===== src/rtl/dm_cache_mem_arbiter.sv =====
`default_nettype none
// ============================================================================
// Module   : dm_cache_mem_arbiter
// Purpose  : Round-robin arbiter sharing one memory port between the I-cache
//            (requester 0) and D-cache (requester 1); one transaction in flight.
// Revision : 1.0
// ============================================================================
module dm_cache_mem_arbiter #(
    parameter int ADDRESS_WIDTH = 32,
    parameter int WRITE_DATA    = 32,
    parameter int WRITE_STROBE  = 4
) (
    input  logic                     i_clk,
    input  logic                     i_rst,

    input  logic                     i_c0_valid,
    input  logic                     i_c0_rd_wr,
    input  logic [ADDRESS_WIDTH-1:0] i_c0_address,
    output logic                     o_c0_ready,
    input  logic [WRITE_DATA-1:0]    i_c0_write_data,
    input  logic [WRITE_STROBE-1:0]  i_c0_write_strobe,
    output logic [WRITE_DATA-1:0]    o_c0_read_data,
    output logic                     o_c0_read_valid,
    input  logic                     i_c0_read_ready,

    input  logic                     i_c1_valid,
    input  logic                     i_c1_rd_wr,
    input  logic [ADDRESS_WIDTH-1:0] i_c1_address,
    output logic                     o_c1_ready,
    input  logic [WRITE_DATA-1:0]    i_c1_write_data,
    input  logic [WRITE_STROBE-1:0]  i_c1_write_strobe,
    output logic [WRITE_DATA-1:0]    o_c1_read_data,
    output logic                     o_c1_read_valid,
    input  logic                     i_c1_read_ready,

    output logic                     o_mem_valid,
    output logic                     o_mem_rd_wr,
    output logic [ADDRESS_WIDTH-1:0] o_mem_address,
    input  logic                     i_mem_ready,
    output logic [WRITE_DATA-1:0]    o_mem_write_data,
    output logic [WRITE_STROBE-1:0]  o_mem_write_strobe,
    input  logic [WRITE_DATA-1:0]    i_mem_read_data,
    input  logic                     i_mem_read_valid,
    output logic                     o_mem_read_ready,

    output logic                     o_grant,
    output logic                     o_busy
);

    typedef enum logic [1:0] {
        S_IDLE  = 2'd0,
        S_GRANT = 2'd1,
        S_RESP  = 2'd2
    } state_t;

    state_t state_q, state_d;
    logic   gnt_q, gnt_d;
    logic   prio_q, prio_d;

    logic                     w_sel_valid;
    logic                     w_sel_rd_wr;
    logic [ADDRESS_WIDTH-1:0] w_sel_address;
    logic [WRITE_DATA-1:0]    w_sel_write_data;
    logic [WRITE_STROBE-1:0]  w_sel_write_strobe;
    logic                     w_sel_read_ready;

    assign w_sel_valid        = gnt_q ? i_c1_valid        : i_c0_valid;
    assign w_sel_rd_wr        = gnt_q ? i_c1_rd_wr        : i_c0_rd_wr;
    assign w_sel_address      = gnt_q ? i_c1_address      : i_c0_address;
    assign w_sel_write_data   = gnt_q ? i_c1_write_data   : i_c0_write_data;
    assign w_sel_write_strobe = gnt_q ? i_c1_write_strobe : i_c0_write_strobe;
    assign w_sel_read_ready   = gnt_q ? i_c1_read_ready   : i_c0_read_ready;

    always_ff @(posedge i_clk) begin
        if (i_rst) begin
            state_q <= S_IDLE;
            gnt_q   <= 1'b0;
            prio_q  <= 1'b0;
        end else begin
            state_q <= state_d;
            gnt_q   <= gnt_d;
            prio_q  <= prio_d;
        end
    end

    always_comb begin
        state_d            = state_q;
        gnt_d              = gnt_q;
        prio_d             = prio_q;
        o_mem_valid        = 1'b0;
        o_mem_rd_wr        = 1'b0;
        o_mem_address      = '0;
        o_mem_write_data   = '0;
        o_mem_write_strobe = '0;
        o_c0_ready         = 1'b0;
        o_c1_ready         = 1'b0;
        o_c0_read_valid    = 1'b0;
        o_c1_read_valid    = 1'b0;
        o_mem_read_ready   = 1'b0;

        case (state_q)
            S_IDLE: begin
                // Grant is registered here so no input reaches it combinationally
                if (i_c0_valid || i_c1_valid) begin
                    gnt_d   = (i_c0_valid && i_c1_valid) ? prio_q : i_c1_valid;
                    state_d = S_GRANT;
                end
            end
            S_GRANT: begin
                o_mem_valid        = w_sel_valid;
                o_mem_rd_wr        = w_sel_rd_wr;
                o_mem_address      = w_sel_address;
                o_mem_write_data   = w_sel_write_data;
                o_mem_write_strobe = w_sel_write_strobe;
                o_c0_ready         = !gnt_q && i_mem_ready;
                o_c1_ready         =  gnt_q && i_mem_ready;
                // A withdrawn request abandons the grant without rotating priority
                if (!w_sel_valid) begin
                    state_d = S_IDLE;
                end else if (i_mem_ready) begin
                    if (w_sel_rd_wr) begin
                        state_d = S_IDLE;
                        prio_d  = ~gnt_q;
                    end else begin
                        state_d = S_RESP;
                    end
                end
            end
            S_RESP: begin
                o_c0_read_valid  = !gnt_q && i_mem_read_valid;
                o_c1_read_valid  =  gnt_q && i_mem_read_valid;
                o_mem_read_ready = w_sel_read_ready;
                if (i_mem_read_valid && w_sel_read_ready) begin
                    state_d = S_IDLE;
                    prio_d  = ~gnt_q;
                end
            end
            default: state_d = S_IDLE;
        endcase
    end

    assign o_c0_read_data = i_mem_read_data;
    assign o_c1_read_data = i_mem_read_data;
    assign o_grant        = gnt_q;
    assign o_busy         = (state_q != S_IDLE);

endmodule
`default_nettype wire

===== config.mk =====
export PLATFORM = sky130hd
export DESIGN_NAME = dm_cache_mem_arbiter
export DESIGN_NICKNAME = d
export VERILOG_FILES = /design/src/rtl/dm_cache_mem_arbiter.sv
export SDC_FILE = /design/constraint.sdc
export NUM_CORES = 1
export LEC_CHECK = 0
export BUFFER_PORTS_ARGS = -buffer_cell sky130_fd_sc_hd__clkbuf_2
export CAP_MARGIN = 15
export CORE_AREA = 4 4 121 123
export DETAILED_ROUTE_END_ITERATION = 10
export DIE_AREA = 0 0 125 127
export HOLD_SLACK_MARGIN = 0.03
export PLACE_DENSITY = 0.54
export SLEW_MARGIN = 10
export SYNTH_ARGS = -nofsm -noshare
export SYNTH_HDL_FRONTEND = slang
export SYNTH_SLANG_ARGS = --single-unit

===== constraint.sdc =====
create_clock -name i_clk -period 1.62 [get_ports i_clk]
set_clock_uncertainty 0.15 [all_clocks]
set_input_delay 0.081 -clock i_clk [delete_from_list [all_inputs] [get_ports i_clk]]
set_output_delay 0.081 -clock i_clk [all_outputs]
set_load 0.01 [all_outputs]

-- Word-level counts from Yosys, hierarchy flattened
Index checks and enable logic that the tools add are counted.
- register bits: 4
- input bits: 178
- word-level logic and storage cells: 54
- eq/ne operators: 8
- multiplexer cells: 28
- bitwise gates (word level): 1
- reductions and logical operators: 14
- operator list (cell ; count):
    $mux 32 ; 4
    $mux 1 ; 15
    $mux 2 ; 5
    $ne 2x2->1 const B ; 5
    $mux 4 ; 2
    $logic_and 1x1->1 ; 6
    $pmux 2 s3 ; 1
    $reduce_and 5->1 ; 1
    $reduce_bool 2->1 ; 2
    $ne 3x3->1 const B ; 1
    $reduce_and 3->1 ; 1
    $eq 2x1->1 const B ; 1
    $eq 2x2->1 const B ; 1
    $logic_not 2->1 ; 1
    $pmux 1 s2 ; 1
    $reduce_and 2->1 ; 1
    $logic_not 1->1 ; 1
    $logic_or 1x1->1 ; 1
    $not 1->1 ; 1

-- Depth between registers and ports, before layout
Gate-level depths: netlist of the first run.
- word-level depth: 5
- depth in mapped cells: 5
- depth with buffers taken out: 4

-- Worst setup path after synthesis of the first run
No wires, ideal clock.
- kind: register to register
- start: reg gnt_q, in the netlist o_grant
- end: reg state_q[1]
- data arrival time: 1216 ps
- data required time: 1384 ps
- path slack: 168 ps
- stages on the path, launching flop included: 5
- period minus slack after synthesis: 1452 ps
- cells stage by stage: dfxtp_1 buf_6 mux2_4 and2_4 a221oi_2
- cells in the longest elaborated chain, start to end: 5
- elaborated cells on any way between the ends: 11
- those cells by class: eq/ne: 2; mux: 7; reduce/logical: 2
- RTL lines (what ; RTL line ; source):
    start, declared ; 57 ; logic gnt_q, gnt_d;
    start signal, assigned ; 81 ; gnt_q <= gnt_d;
    $mux 1 ; 68 ; assign w_sel_rd_wr = gnt_q ? i_c1_rd_wr : i_c0_rd_wr;
    $mux 2 ; 121 ; if (w_sel_rd_wr) begin
    $mux 2 ; 120 ; end else if (i_mem_ready) begin
    $mux 2 ; 118 ; if (!w_sel_valid) begin
    $pmux 2 s3 ; 101 ; case (state_q)
    end signal, assigned ; 80 ; state_q <= state_d;
    end, declared ; 56 ; state_t state_q, state_d;
Parallel ways exist; a longest one is shown, timed or not. The select of a mux whose other input is x is not followed.
A chain may end at the register's enable or synchronous reset.

-- Final worst setup path of the first run
- start: reg gnt_q, in the netlist o_grant
- end: out o_mem_valid
- cells in the longest elaborated chain, start to end: 2
- RTL lines (what ; RTL line ; source):
    $mux 1 ; 67 ; assign w_sel_valid = gnt_q ? i_c1_valid : i_c0_valid;
    $mux 1 ; 101 ;
    end, declared ; 36 ; output logic o_mem_valid,
No other way between the ends.

==> flow_summary.yaml, run 1 <==
status:
  outcome: "finished clean"
yosys:
  syn-num-nets: 435
  synthesis.area_sq_um: 1830
  ys_seq_elements: 4
  yosys.cell_types.count: 25
  syn_inst: 257
  netlist.area_leader.share_pct: 38.2
  synth_warnings: 0
  synth_area_leaders: "mux2i_1 38%, buf_4 29%, nor2_1 15%"
  synth_top_area_cell: "mux2i_1"
  synth-seq-area-share_pct: 4.37
  syn_avg_cell_area_sq_um: 7.13
critical_path:
  cp_data_arrival_time_ps: 1380
  path_max_fanout: 5
  cp-start-kind: "register"
  required_ps: 1390
  worstSetupPathType: "register to primary output"
  crit_path_end_kind: "primary output"
cells_and_area:
  postLayoutCoreUtil_pct: 23.7
  layout_common_cells: "222 x clkbuf_2, 71 x nor2_1, 64 x mux2i_1, 35 x dlygate4sd3_1, 6 x mux2i_2"
  drive_gt1_share_pct: 55.5
  fin_cells: 627
  n_antenna_cell: 0
  mostFrequentLayoutCell: "clkbuf_2"
  final_nets: 626
  areaGrowthSynthToFinish_pct: 76.7
global_routing:
  antenna_found_initial: 0
  grt_usage_pct: 8.27
  grt_overflow: 0
  grt_pass1_vias: 2302
  grt_max_degree: 40
  grt_pass1_wl_um: 11200
cts:
  clockBufferDepth: 2
  cts.sinks: 4
  clk_pin_slew_ps: 30
  cts_tree: "done"
  cts-root-buf: "clkbuf_16"
  h-tree-depth: 1
  numCtsBuffers: 3
  clk_latency_ps: 230
drt:
  routed_wl_um: 7990
  first_iter_violations: 58
  final_antenna_net_count: 0
  vias: 2343
  drt-pass1-iter-count: 4
  wl_per_cell_um: 12.7
  viasPerCell: 3.74
  remaining_drc_errors: 0
timing:
  fmax_mhz: 620
  maxSlewHeadroom_pct: 84.3
  fin_crit_sh_pct: 99.6
  hold_violations: 0
  tightest_slew_ps: 230
  rsz0062_at_grt: "yes"
  setup_viol: 0
  layout_setup_ws_ps: 5.86
  finalSetupTns_ps: 0
  slew_violations: 0
  post-route-min-period_ps: 1610
job:
  drv_cap: 0
floorplanning:
  start_util_pct: 13.4
  die_h_um: 127
  die_w_um: 125
  io_pins: 319
  rows: 43
  coreArea_sq_um: 13700
  dieArea_sq_um: 15900
placed_design:
  dp_hpwl_um: 6080
  dp.cells: 582
  routabilityCongestion: 0.755
  dp_slack_ps: 207
  io_buffers: 222
pwr:
  leakagePower_uw: 0.00167
  power.total_uw: 1500
  p_per_area_nw_per_um2: 464
  ir_drop_uv: 563
min_path:
  hold_class: "input pin to register"
[stage by stage]
step	hold slack [ps]	cell area (sq um)
after global routing	117	3240
after CTS	92.0	3100
after floorplan	-2.75	1830
after global placement	12.1	2660
final	95.2	3240
after detailed placement	12.1	2660
[worst max-delay path, cell delays in order, from the launching register on]
cell      delay, ps
dfxtp_4         370
buf_2           160
mux2_4          320
and2_4          170
clkbuf_2        130
[cells by family after synthesis]
| group | Yosys count | share of synthesized area (%) |
|---|---|---|
| AO/OA/AOI/OAI | 11 | 4.37 |
| AND/OR/NAND/NOR | 86 | 19.6 |
| flip-flops | 4 | 4.37 |
| multiplexers | 71 | 39.0 |
| buffers and inverters | 85 | 32.6 |
[timing repair]
action,in CTS,in global routing
resized for setup,3,9
endpoints found under the setup margin,33,48
hold buffers,35,0
pin swaps,0,0
buffers inserted,0,4
endpoints found under the hold margin,68,0
gates cloned,0,2
[where the power goes]
group          leakage, uW  internal, uW  total (uW)  switching, uW
Clock            0.0000382           326         408           81.6
Combinational      0.00160           492         980            488
Sequential       0.0000335           105         115           9.72
Total              0.00167           924        1500            579
[Yosys cell counts, drive strengths merged]
master and count:
a21o 1, and3 2, o21ai 3, clkbuf 5, nand2b 1, nor2b 2, a221oi 2, dfxtp 4
nand3b 3, nor2 72, a21oi 2, and2b 1, o22ai 1, inv 4, nand2 1, o211ai 1
mux2i 70, mux2 1, o21ba 1, and2 1, nand3 3, buf 76
[flip-flops by register name (all words and copies together), names as in the netlist]
name     flops
state_q      2
prio_q       1
o_grant      1
[path summary, 6_finish.rpt]
kind                                            from                       to  slack, ps  depth (start not counted)
worst max-delay path            o_grant$_SDFFE_PP0P_              o_mem_valid          6                          4
worst min-delay path                      i_c0_valid  state_q[0]$_SDFFE_PP0P_        100                          3
worst max register to register  o_grant$_SDFFE_PP0P_  state_q[1]$_SDFFE_PP0P_        120                          4
worst min register to register   prio_q$_SDFFE_PP0P_     o_grant$_SDFFE_PP0P_        430                          2
[layout make-up]
| type | count | area (sq um) |
|---|---|---|
| clock buffer | 4 | 78.8 |
| fill | 1555 | 10400 |
| inverter | 4 | 15.0 |
| multi-input combinational | 168 | 1180 |
| sequential | 4 | 83.8 |
| tap | 180 | 225 |
| timing repair buffer | 267 | 1650 |
[per-layer routing]
layer  global-route usage, %  share of wire, %
met1                    9.41                37
met2                    16.0                53
met3                    2.13               9.5
met4                   0.829              0.31
met5                       0                 0
(Power assumes the default switching activity.)
==> run 2: changes to the inputs <==
--- a/config.mk
+++ b/config.mk
@@ -5,13 +5,14 @@
 export SDC_FILE = /design/constraint.sdc
 export NUM_CORES = 1
 export LEC_CHECK = 0
+export ABC_AREA = 1
 export BUFFER_PORTS_ARGS = -buffer_cell sky130_fd_sc_hd__clkbuf_2
 export CAP_MARGIN = 15
-export CORE_AREA = 4 4 121 123
+export CORE_AREA = 4 4 123 125
 export DETAILED_ROUTE_END_ITERATION = 10
-export DIE_AREA = 0 0 125 127
+export DIE_AREA = 0 0 127 129
 export HOLD_SLACK_MARGIN = 0.03
-export PLACE_DENSITY = 0.54
+export PLACE_DENSITY = 0.46
 export SLEW_MARGIN = 10
 export SYNTH_ARGS = -nofsm -noshare
 export SYNTH_HDL_FRONTEND = slang
==> constraint.sdc (replaced) <==
create_clock -name i_clk -period 1.62 [get_ports i_clk]
set_clock_uncertainty 0.15 [all_clocks]
set_input_delay 0.081 -clock i_clk [delete_from_list [all_inputs] [get_ports i_clk]]
set_output_delay 0.081 -clock i_clk [all_outputs]
set_load 0.02 [all_outputs]
==> run 2 against run 1 <==
Synthesized area down 6.1%; via count grew 16%; power increased by 16%; combinational power up 26%; hold slack worse by 35 ps; sequential cell count unchanged; setup slack improved by 61 ps; global-route usage is 1.3 points higher; clock power down 4%; highest routed layer unchanged.
==> flow_summary.yaml, run 2 <==
cells_and_area:
  final_nets: 708
  multi_input_area_sq_um: 1030
  mostFrequentLayoutCell: "clkbuf_2"
  areaGrowthSynthToFinish_pct: 82.4
  fill_cells: 1636
  largest_register_ffs: 2
  regArea_sq_um: 83.8
  largest-register: "state_q"
  layout_common_cells: "210 x clkbuf_2, 154 x nand2_1, 70 x a21oi_1, 34 x dlygate4sd3_1, 11 x inv_1"
  drive_gt1_share_pct: 46.2
  design_area_sq_um: 3140
drt:
  drt-pass1-iter-count: 4
  wl_per_cell_um: 13.5
  viasPerCell: 3.85
  remaining_drc_errors: 0
  vias: 2727
  routed_wl_um: 9590
  first_iter_violations: 88
  final_antenna_net_count: 0
yosys:
  syn-num-nets: 523
  synth_top_area_cell: "nand2_1"
  synth-seq-area-share_pct: 4.65
  synth_async_sr_flop_share_pct: 0
  syn_inst: 345
  synth_edf_count: 0
  syn_avg_cell_area_sq_um: 4.99
  ys_seq_elements: 4
  yosysMostFrequentCell: "nand2_1"
  synthTopCellsByCount: "155 x nand2_1, 73 x a21oi_1, 66 x buf_4"
  yosys.cell_types.count: 14
  netlist.area_leader.share_pct: 33.8
  synth_warnings: 0
  synth_area_leaders: "nand2_1 34%, buf_4 29%, a21oi_1 21%"
  synthFlopType: "dfxtp_1"
  synthesis.area_sq_um: 1720
critical_path:
  crit_end: "o_mem_write_data[19]"
  startpoint: "o_grant$_SDFFE_PP0P_"
  reg2regPathDepth: 10
  cp-start-kind: "register"
  worstSetupPathType: "register to primary output"
  path_buf_inv: 3
  crit_path_end_kind: "primary output"
  cp_top_family: "buffers and inverters"
  path_max_fanout: 24
  required_ps: 1390
  path_cells: "clkinv_8, buf_12, nand2_1, a21oi_2, buf_4"
  crit_path_max_incr_delay_ps: 450
  cp_data_arrival_time_ps: 1320
  rr_endpoint: "state_q[1]$_SDFFE_PP0P_"
  rr_startpoint: "o_grant$_SDFFE_PP0P_"
  path_depth: 5
  r2r_setup_slack_ps: 180
  cp_slowest_cell: "dfxtp_4"
timing:
  maxSlewHeadroom_pct: 69.4
  fin_crit_sh_pct: 95.9
  setup_viol: 0
  post-route-min-period_ps: 1550
  slew_violations: 0
  tightest_slew_ps: 458
  rsz0062_at_grt: "yes"
  fmax_mhz: 644
  layout_setup_ws_ps: 67.1
  hold_violations: 0
min_path:
  hold_class: "input pin to register"
floorplanning:
  die_w_um: 127
  rows: 43
  start_util_pct: 12.4
  io_pins: 319
  dieArea_sq_um: 16400
  die_h_um: 129
  coreArea_sq_um: 13900
cts:
  numCtsBuffers: 3
  h-tree-depth: 1
  cts_tree: "done"
  cts-root-buf: "clkbuf_16"
  clockBufferDepth: 2
  clk_pin_slew_ps: 30
  cts.sinks: 4
  post_cts_buffers: 0
  clk_latency_ps: 230
global_routing:
  grt_overflow: 0
  grt_usage_pct: 9.57
  grt_max_degree: 41
  antenna_found_initial: 0
  grt_pass1_vias: 2577
  grt_pass1_wl_um: 12700
pwr:
  ir_drop_uv: 265
  leakagePower_uw: 0.00181
  p_per_area_nw_per_um2: 556
placed_design:
  post_dp_cell_area_sq_um: 2580
  routabilityCongestion: 0.737
  dp_hpwl_um: 6820
  dp_slack_ps: 153
  io_buffers: 222
status:
  outcome: "finished clean"
job:
  drv_cap: 0
## run 2: cell types whose count changed in the layout (fill, tap and decap cells not counted), moves of 4 or more
| cell | delta |
|---|---|
| buf_4 | +4 |
| clkbuf_2 | -12 |
| a21oi_1 | +68 |
| nor2_1 | -64 |
| inv_1 | +7 |
| mux2i_2 | -6 |
| mux2i_1 | -64 |
| nand2_1 | +153 |
| buf_2 | +6 |
## run 2: cell type report
class                      count  area share (%)
inverter                      13            1.95
antenna                        1          0.0797
clock buffer                   3            2.39
timing repair buffer         266            52.8
multi-input combinational    242            33.0
sequential                     4            2.67
tap                          180            7.18
## run 2: worst reg2reg max path: stages (launching register included)
cell	delay, ps
dfxtp_4	450
buf_12	180
nand2_1	60
nand2_1	80
nand2_1	80
inv_2	60
nand2_1	80
nand2_1	70
inv_1	30
o21ai_1	60
inv_1	40
## run 2: repair_timing
action / 4_1_cts / 5_1_grt
gates resized for setup: 3 / 28
pin swaps: 0 / 0
hold buffers: 34 / 0
hold endpoints to repair: 67 / 0
gates cloned: 1 / 2
endpoints found under the setup margin: 55 / 64
## run 2: stage by stage
stage	utilization (%)	cells	total power (uW)	setup TNS [ps]	hold slack [ps]
detailed placement	18.6	668	1100	0	12.2
global route	22.6	708	1860	-4.27	84.7
finish	22.6	709	1740	0	59.9
floorplan	-	345	893	0	0.0658
CTS	21.9	706	1720	-96.8	57.3
global placement	18.6	668	1110	0	12.2
## run 2: logic make-up (layout without fill, tap and decap cells)
kind of cell / Yosys count / in the layout / share of synthesized area (%)
AOI/OAI and AO/OA: 76 / 76 / 22.3
and+or+nand+nor: 166 / 166 / 36.5
buffers and inverters: 99 / 282 / 36.6
other: 0 / 1 / 0
DFF: 4 / 4 / 4.65
## run 2: routing by layer
metal / vias up / GRT usage, % / routed length, um / share of wire, %
li1: 1389 / - / - / -
met1: 1173 / 10.1 / 3490 / 36
met2: 161 / 19.1 / 5200 / 54
met3: 4 / 2.95 / 882 / 9.2
met4: 0 / 0.946 / 25 / 0.26
met5: - / 0 / 0 / 0
## run 2: worst min-delay path by stage
stage,start,end,depth (start not counted)
after detailed placement,i_mem_read_data[22],o_c1_read_data[22],0
after CTS,i_mem_ready,state_q[0]$_SDFFE_PP0P_,4
final,i_mem_ready,state_q[0]$_SDFFE_PP0P_,4
after floorplan,i_rst,o_grant$_SDFFE_PP0P_,1
after global routing,i_mem_ready,state_q[0]$_SDFFE_PP0P_,4
after global placement,i_mem_read_data[22],o_c1_read_data[22],0
## run 2: where the power goes
| group | internal (uW) | switching (uW) | total (uW) |
|---|---|---|---|
| logic | 462 | 767 | 1230 |
| clock network | 316 | 74.7 | 391 |
| registers | 109 | 14.6 | 123 |
| total | 887 | 856 | 1740 |
==> run 3: changes to the inputs <==
--- a/config.mk
+++ b/config.mk
@@ -12,7 +12,7 @@
 export DETAILED_ROUTE_END_ITERATION = 10
 export DIE_AREA = 0 0 127 129
 export HOLD_SLACK_MARGIN = 0.03
-export PLACE_DENSITY = 0.46
+export PLACE_DENSITY = 0.48
 export SLEW_MARGIN = 10
 export SYNTH_ARGS = -nofsm -noshare
 export SYNTH_HDL_FRONTEND = slang
==> constraint.sdc (replaced) <==
create_clock -name i_clk -period 1.4 [get_ports i_clk]
set_clock_uncertainty 0.15 [all_clocks]
set_input_delay 0.28 -clock i_clk [delete_from_list [all_inputs] [get_ports i_clk]]
set_output_delay 0.28 -clock i_clk [all_outputs]
set_load 0.02 [all_outputs]
==> run 3 against run 2 <==
The flow now finishes with violations (negative setup slack); sequential cell count is the same; register-to-register slack lost 320 ps; clock power grew 18%.
==> flow_summary.yaml, run 3 (synthesis results as in run 2) <==
status:
  violations: "negative setup slack"
  outcome: "complete, but fails checks"
min_path:
  hold_class: "input pin to register"
  min_path_cells: 2
timing:
  layout_setup_ws_ps: -355
  worst_hold_slack_ps: 113
  slew_violations: 0
  maxSlewHeadroom_pct: 78.6
  setup_viol: 79
  rsz0062_at_grt: "yes"
  fin_crit_sh_pct: 125
  post-route-min-period_ps: 1750
  tightest_slew_ps: 317
  fmax_mhz: 570
  hold_violations: 0
cts:
  clk_latency_ps: 230
  cts.sinks: 4
  clk_pin_slew_ps: 30
  numCtsBuffers: 3
  h-tree-depth: 1
  clockBufferDepth: 2
  cts-root-buf: "clkbuf_16"
  cts_tree: "done"
  cts-hold-fix-buffers: 0
critical_path:
  required_ps: 970
  path_buf_inv: 3
  cp_slowest_cell: "dfxtp_4"
  worstSetupPathType: "register to primary output"
  path_max_fanout: 21
  cp_top_family: "buffers and inverters"
  cp_data_arrival_time_ps: 1320
  reg2regPathDepth: 10
  crit_path_end_kind: "primary output"
  path_cells: "clkinv_8, buf_12, nand2_1, a21oi_4, clkbuf_4"
  crit_path_max_incr_delay_ps: 390
  path_depth: 5
  cp-start-kind: "register"
floorplanning:
  start_util_pct: 12.4
  rows: 43
  io_pins: 319
  coreArea_sq_um: 13900
  die_w_um: 127
  die_h_um: 129
  dieArea_sq_um: 16400
drt:
  vias: 2806
  drt-pass1-iter-count: 4
  viasPerCell: 4.05
  routed_wl_um: 9820
  final_antenna_net_count: 0
  remaining_drc_errors: 0
  first_iter_violations: 70
  wl_per_cell_um: 14.2
job:
  drv_cap: 0
pwr:
  ir_drop_uv: 347
  leakagePower_uw: 0.00202
  power.total_uw: 2730
  p_per_area_nw_per_um2: 607
global_routing:
  grt_pass1_vias: 2914
  grt_usage_pct: 10.6
  grt_pass1_wl_um: 14200
  grt_max_degree: 32
  antenna_found_initial: 0
  grt_overflow: 0
cells_and_area:
  largest_register_ffs: 2
  n_antenna_cell: 0
  design_area_sq_um: 4490
  mostFrequentLayoutCell: "clkbuf_2"
  layout_common_cells: "147 x clkbuf_2, 120 x nand2_1, 67 x a21oi_4, 49 x clkbuf_8, 31 x nand2_2"
  final_nets: 691
  largest-register: "state_q"
  drive_gt1_share_pct: 72.5
  areaGrowthSynthToFinish_pct: 161
placed_design:
  dp_hpwl_um: 7180
  io_buffers: 222
  routabilityCongestion: 0.795
  post_dp_cell_area_sq_um: 3550
-- run 3: changes by cell type in the layout (fill, tap and decap cells not counted), moves of 16 or more --
| cell | change |
|---|---|
| nand2_2 | +30 |
| a21oi_4 | +67 |
| a21oi_1 | -67 |
| clkbuf_4 | +16 |
| nand2_1 | -34 |
| clkbuf_2 | -63 |
| clkbuf_8 | +49 |
| dlygate4sd3_1 | -34 |
-- run 3: per-stage QoR --
stage	utilization (%)	std cells	TNS, ps	setup WS (ps)
2_1_floorplan	-	345	-1640	-164
4_1_cts	30.9	689	-27020	-398
6_report	32.3	692	-24680	-355
3_5_place_dp	25.6	680	-12150	-212
3_3_place_gp	25.6	680	-11530	-198
5_1_grt	32.3	692	-29810	-428
-- run 3: layout make-up --
type | count | area (sq um)
clock buffer | 4 | 78.8
inverter | 13 | 63.8
fill | 1475 | 9390
multi-input combinational | 242 | 1930
sequential | 4 | 88.8
timing repair buffer | 249 | 2100
tap | 180 | 225
-- run 3: worst register-to-register path, cell delays in order (launching register included) --
cell,delay (ps)
dfxtp_4,430
clkinv_8,140
buf_12,170
nand2_4,50
nand2_2,50
nand2_2,70
inv_2,40
nand2_1,100
nand2_1,60
o21ai_1,110
inv_1,50
-- run 3: worst paths after layout --
path / start / slack, ps / endpoint
setup reg to reg: o_grant$_SDFFE_PP0P_ / -140 / state_q[1]$_SDFFE_PP0P_
hold reg to reg: prio_q$_SDFFE_PP0P_ / 380 / prio_q$_SDFFE_PP0P_
hold / removal: i_rst / 110 / state_q[0]$_SDFFE_PP0P_
setup / recovery: o_grant$_SDFFE_PP0P_ / -350 / o_mem_address[10]
-- run 3: repair_timing --
item / CTS / global route
gates cloned: 3 / 2
pin swaps: 0 / 0
setup endpoints to repair: 80 / 80
resized for setup: 145 / 55
setup buffers: 2 / 1
-- run 3: metal layers --
metal  vias to the layer above  routed length (um)  track usage [%]
li1                       1359                   -                -
met1                      1284                3590             11.6
met2                       148                5330             20.6
met3                        15                 815             2.24
met4                         0                  89             2.59
met5                         -                   0                0
-- run 3: where the power goes --
part | switching (uW) | internal (uW) | total (uW)
clock | 85.7 | 377 | 462
sequential | 24.6 | 127 | 152
combinational | 1110 | 1000 | 2110
